## config.mk

```make
export PLATFORM = sky130hd
export DESIGN_NAME = if_id_fetch_stage
export DESIGN_NICKNAME = d
export VERILOG_FILES = /design/src/rtl/if_id_fetch_stage.sv
export SDC_FILE = /design/constraint.sdc
export NUM_CORES = 1
export LEC_CHECK = 0
export ABC_AREA = 0
export BUFFER_PORTS_ARGS = -buffer_cell sky130_fd_sc_hd__buf_4
export CORE_MARGIN = 4
export CORE_UTILIZATION = 60
export DETAILED_ROUTE_END_ITERATION = 16
export PLACE_DENSITY = 0.85
export RECOVER_POWER = 50
export REMOVE_ABC_BUFFERS = 1
export SLEW_MARGIN = 20
export SYNTH_ARGS = -nofsm -noshare
export SYNTH_HDL_FRONTEND = slang
export SYNTH_SLANG_ARGS = --single-unit
```

## constraint.sdc

```tcl
create_clock -name clk -period 12 [get_ports clk]
set_input_delay 1.2 -clock clk [delete_from_list [all_inputs] [get_ports clk]]
set_output_delay 1.2 -clock clk [all_outputs]
set_load 0.01 [all_outputs]
```

## src/rtl/if_id_fetch_stage.sv

```systemverilog
// Instruction fetch stage with IF/ID pipeline register.
// Keeps the PC and drives a req/ack instruction-memory handshake.
// Returned words are captured into IF/ID, or into a one-entry skid buffer
// when ID is stalled. A taken-branch redirect flushes IF/ID and retargets
// the PC. A request still in flight at the moment of a redirect is drained
// in KILL, with its address held stable, and its data is discarded.
module if_id_fetch_stage #(
    parameter logic [31:0] RESET_PC  = 32'h0000_0000,
    parameter logic [31:0] NOP_INSTR = 32'h0000_0000
) (
    input  logic        clk,
    input  logic        rst,
    output logic        imem_req,
    output logic [31:0] imem_addr,
    input  logic        imem_ack,
    input  logic [31:0] imem_rdata,
    input  logic        stall,
    input  logic        redirect,
    input  logic [31:0] redirect_pc,
    output logic        ifid_valid,
    output logic [31:0] ifid_instr,
    output logic [31:0] ifid_pc4,
    output logic [5:0]  ifid_op,
    output logic [5:0]  ifid_funct
);

    typedef enum logic [1:0] {
        S_IDLE  = 2'd0,
        S_FETCH = 2'd1,
        S_KILL  = 2'd2,
        S_HOLD  = 2'd3
    } state_e;

    state_e      state_q, state_d;
    logic [31:0] pc_q, pc_d;
    logic [31:0] kill_addr_q, kill_addr_d;
    logic        skid_valid_q, skid_valid_d;
    logic [31:0] skid_instr_q, skid_instr_d;
    logic [31:0] skid_pc4_q, skid_pc4_d;
    logic        ifid_valid_q, ifid_valid_d;
    logic [31:0] ifid_instr_q, ifid_instr_d;
    logic [31:0] ifid_pc4_q, ifid_pc4_d;

    logic [31:0] redirect_tgt_s;
    logic [31:0] pc_plus4_s;

    // Branch targets are word aligned; the sum wraps modulo 2^32.
    assign redirect_tgt_s = redirect_pc & 32'hFFFF_FFFC;
    assign pc_plus4_s     = pc_q + 32'd4;

    // Next-state, PC, skid buffer and IF/ID register update.
    always_comb begin
        state_d      = state_q;
        pc_d         = pc_q;
        kill_addr_d  = kill_addr_q;
        skid_valid_d = skid_valid_q;
        skid_instr_d = skid_instr_q;
        skid_pc4_d   = skid_pc4_q;
        ifid_pc4_d   = ifid_pc4_q;
        // A flush beats a stall. When ID is free and nothing is loaded, the
        // register empties. Otherwise the stall freezes it.
        if (redirect || !stall) begin
            ifid_valid_d = 1'b0;
            ifid_instr_d = NOP_INSTR;
        end else begin
            ifid_valid_d = ifid_valid_q;
            ifid_instr_d = ifid_instr_q;
        end

        case (state_q)
            S_IDLE: begin
                state_d = S_FETCH;
                if (redirect) begin
                    pc_d = redirect_tgt_s;
                end else begin
                    pc_d = pc_q;
                end
            end
            S_FETCH: begin
                if (redirect) begin
                    pc_d = redirect_tgt_s;
                    if (!imem_ack) begin
                        // The outstanding request must still be drained.
                        kill_addr_d = pc_q;
                        state_d     = S_KILL;
                    end else begin
                        state_d = S_FETCH;
                    end
                end else if (imem_ack) begin
                    pc_d = pc_plus4_s;
                    if (stall && ifid_valid_q) begin
                        skid_valid_d = 1'b1;
                        skid_instr_d = imem_rdata;
                        skid_pc4_d   = pc_plus4_s;
                        state_d      = S_HOLD;
                    end else begin
                        ifid_valid_d = 1'b1;
                        ifid_instr_d = imem_rdata;
                        ifid_pc4_d   = pc_plus4_s;
                        state_d      = S_FETCH;
                    end
                end else begin
                    state_d = S_FETCH;
                end
            end
            S_KILL: begin
                if (redirect) begin
                    pc_d = redirect_tgt_s;
                end else begin
                    pc_d = pc_q;
                end
                if (imem_ack) begin
                    state_d = S_FETCH;
                end else begin
                    state_d = S_KILL;
                end
            end
            S_HOLD: begin
                if (redirect) begin
                    pc_d         = redirect_tgt_s;
                    skid_valid_d = 1'b0;
                    state_d      = S_FETCH;
                end else if (!stall) begin
                    ifid_valid_d = skid_valid_q;
                    ifid_instr_d = skid_instr_q;
                    ifid_pc4_d   = skid_pc4_q;
                    skid_valid_d = 1'b0;
                    state_d      = S_FETCH;
                end else begin
                    state_d = S_HOLD;
                end
            end
            default: begin
                state_d = S_IDLE;
            end
        endcase
    end

    // State and datapath registers. Reset abandons any in-flight access.
    always_ff @(posedge clk or posedge rst) begin
        if (rst) begin
            state_q      <= S_IDLE;
            pc_q         <= RESET_PC;
            kill_addr_q  <= RESET_PC;
            skid_valid_q <= 1'b0;
            skid_instr_q <= NOP_INSTR;
            skid_pc4_q   <= 32'h0000_0000;
            ifid_valid_q <= 1'b0;
            ifid_instr_q <= NOP_INSTR;
            ifid_pc4_q   <= 32'h0000_0000;
        end else begin
            state_q      <= state_d;
            pc_q         <= pc_d;
            kill_addr_q  <= kill_addr_d;
            skid_valid_q <= skid_valid_d;
            skid_instr_q <= skid_instr_d;
            skid_pc4_q   <= skid_pc4_d;
            ifid_valid_q <= ifid_valid_d;
            ifid_instr_q <= ifid_instr_d;
            ifid_pc4_q   <= ifid_pc4_d;
        end
    end

    // The request decodes straight from the state register, so a zero-wait
    // ack can arrive in the first cycle the request is high.
    assign imem_req   = (state_q == S_FETCH) || (state_q == S_KILL);
    assign imem_addr  = (state_q == S_KILL) ? kill_addr_q : pc_q;
    assign ifid_valid = ifid_valid_q;
    assign ifid_instr = ifid_instr_q;
    assign ifid_pc4   = ifid_pc4_q;
    assign ifid_op    = ifid_instr_q[31:26];
    assign ifid_funct = ifid_instr_q[5:0];

endmodule

```

==> impl_metrics.ini <==
[final_layout]
postLayoutCellArea_um2 = 11000
fin_cells = 1247
layout_commonest_cell = dfrtp_1
drive_above_1_share_pct = 24.1
antennaDiodeCount = 0
nets = 1098
final_cell_mix = dfrtp_1 (188), nand2_1 (131), buf_4 (99)
area_growth_pct = 15.6

[critical_path]
rr_startpoint = state_q[1]$_DFF_PP0_
required_ns = 12.17
cp_max_fo = 68
setup.worst_path.class = primary input to flop
crit_top_cell = clkbuf_1
path_cells = clkbuf_1 > nand2b_2 > clkbuf_1 > nand2b_1 > o221ai_1
cp-startpoint = redirect
reg2reg_to = ifid_pc4[31]$_DFFE_PP0P_
critPathArrivalTime_ns = 6.63
startpoint_type = primary input
r2r_setup_slack_ns = 7.29
critPathMaxStageDelay_ns = 1.94
critPathCaptureType = flop
rr_worst_depth = 8
critPathSlowestCell = clkbuf_1

[power]
combPwrFrac_pct = 29.7
seq_power_share_pct = 43.6
swShare_pct = 34.5
irDropWorstVdd_uv = 122
power.internal_uw = 1490
p_per_area_nw_per_um2 = 206
p_sw_uw = 783
p_leak_uw = 0.00488
finalPower_uw = 2270
p_clk_share_pct = 26.7

[floorplan]
core-area_um2 = 15400
start_util_pct = 62.0
io-pin-count = 179
dieArea_um2 = 18000
dieHeight_um = 134
dieWidth_um = 134
std_cell_rows = 45

[cts]
numCtsBuffers = 17
clock_path_buffers = 2
cts_setup_buffers = 0
cts-root-buf = clkbuf_16
tritoncts = done
clk_pin_slew_ns = 0.07
cts-hold-fix-buffers = 0
cts.sinks = 188
htreeDepth = 4
insertion_delay_ns = 0.43
post_cts_resized = 0

[synthesis]
synth_top_cell_area_share_pct = 49.4
netlist_area_um2 = 9530
avgSynthCellArea_um2 = 10.3
ys.flop_type = dfrtp_1
synthCells = 921
ys_types = 50
ys_warn_count = 0
synth_edf_count = 0
ys_ff_latch = 188
synthArstFlopShare_pct = 100
yosysTopAreaCell = dfrtp_1
ys_seq_area_share_pct = 49.4
synth_area_leaders = dfrtp_1 (49%), mux2_2 (11%), nand2_1 (5.2%), o21ai_0 (3.4%), xor2_1 (3.2%)

[status]
violations = max-capacitance violations, max-slew violations
status = finished, violations left

[sta]
whs_ns = 0.485
setup-tns-final_ns = 0
skew_ns = 0.00913
slew_headroom_pct = -204
hold_viol = 0
fmax_ghz = 0.155
period_minus_slack_ns = 6.46
rsz0062_at_grt = no
drv_slew = 315
fin_crit_sh_pct = 53.8
setup_violations = 0
tightestPinTransition_ns = 4.54

[hold_path]
min_from = skid_pc4_q[23]$_DFFE_PP0P_
whs_endpoint = skid_pc4_q[23]$_DFFE_PP0P_
hp-class = flop to flop
holdPathStages = 2

[global_routing]
antenna_found_initial = 0
grt_pass1_vias = 7498
grt_first_pass_wirelength_um = 38300
track_usage_pct = 26.8
grt_max_degree = 106
grt_overflow = 0

[run]
cap_violations = 5

[drt]
drc = 0
totalWireLength_um = 24000
drt-pass1-iter-count = 5
wl_per_cell_um = 19.2
drtIter0Drc = 772
antenna_left = 0
viasPerCell = 6.02
via_count = 7508

[place]
numPortBuffers = 172
dp.cells = 1214
place_congestion = 0.788
placed_area_um2 = 10700
dp_hpwl_um = 15100
-- metrics by stage --
step                setup WS, ns  util [%]
floorplan                   5.69         -
global placement            7.52      69.4
detailed placement          7.52      69.4
CTS                         7.95      73.5
global route                5.12      71.6
finish                      5.54      71.6
-- sequential cells by signal (all words and copies together), names as in the netlist --
name / flops
ifid_instr: 32
ifid_pc4: 30
ifid_valid: 1
kill_addr_q: 30
pc_q: 30
skid_instr_q: 32
skid_pc4_q: 30
skid_valid_q: 1
state_q: 2
-- worst max-delay path: cells and delay by family --
family / cells / cell delay, ns
and+or+nand+nor: 2 / 1.27
AOI/OAI and AO/OA: 1 / 0.26
buffers and inverters: 2 / 3.85
-- power groups by stage --
stage          Combinational [µW]  Sequential, µW  Clock [µW]
2_1_floorplan                 403             991           0
3_3_place_gp                  704             983           0
3_5_place_dp                  723             996           0
4_1_cts                       733             987         615
5_1_grt                       744            1010         643
6_report                      674             990         607
-- final cells by class --
cell class              instances  area, µm²
well taps                     211        264
repair buffers                180       1060
fillers                      1144       4360
clock inverters                15        210
flip-flops and latches        188       4700
inverters                      10       38.8
multi-input cells             626       4310
clock buffers                  17        425
-- cell usage after synthesis (all sizes together), types with 2 or more instances --
| cell | count |
|---|---|
| o22ai | 27 |
| nor4 | 9 |
| nand2 | 132 |
| ha | 6 |
| nand3 | 24 |
| and2 | 3 |
| o221ai | 18 |
| mux2i | 7 |
| or3 | 3 |
| nor3 | 7 |
| and4 | 3 |
| inv | 10 |
| nor2 | 22 |
| o21ai | 73 |
| nand4 | 19 |
| nor2b | 2 |
| a221o | 6 |
| buf | 54 |
| clkbuf | 46 |
| mux2 | 96 |
| xnor2 | 20 |
| a22oi | 29 |
| nand2b | 4 |
| nand3b | 3 |
| a21boi | 4 |
| a21oi | 33 |
| xor2 | 35 |
| a21o | 3 |
| and3 | 28 |
| dfrtp | 188 |
| nor4b | 2 |
-- routing by layer --
metal | wire length, µm | vias to the layer above | global-route usage (%)
li1 | - | 3449 | -
met1 | 9660 | 3728 | 35.6
met2 | 12000 | 278 | 42.9
met3 | 1520 | 53 | 5.44
met4 | 757 | 0 | 12.0
met5 | 0 | - | 0
-- logic make-up (layout without fill, tap and decap cells) --
group	Yosys count	count (layout)	share of synthesized area, %
flip-flops	188	188	49.4
AND/OR/NAND/NOR	263	263	14.3
adder cells (fa/ha/maj)	6	6	0.788
AO/OA/AOI/OAI	195	195	12.6
XOR/XNOR	55	55	5.06
multiplexers	103	103	12.1
other	1	4	0.0394
buffers and inverters	110	222	5.71
-- worst max path at each step --
stage | slack (ns) | to
after floorplan | 5.69 | ifid_instr[0]$_DFF_PP0_
after global placement | 7.52 | skid_instr_q[23]$_DFFE_PP0P_
after detailed placement | 7.52 | skid_instr_q[9]$_DFFE_PP0P_
after CTS | 7.95 | skid_instr_q[9]$_DFFE_PP0P_
after global routing | 5.12 | ifid_pc4[31]$_DFFE_PP0P_
final | 5.54 | ifid_pc4[31]$_DFFE_PP0P_
Note: power is estimated with default switching activity, not from simulation.
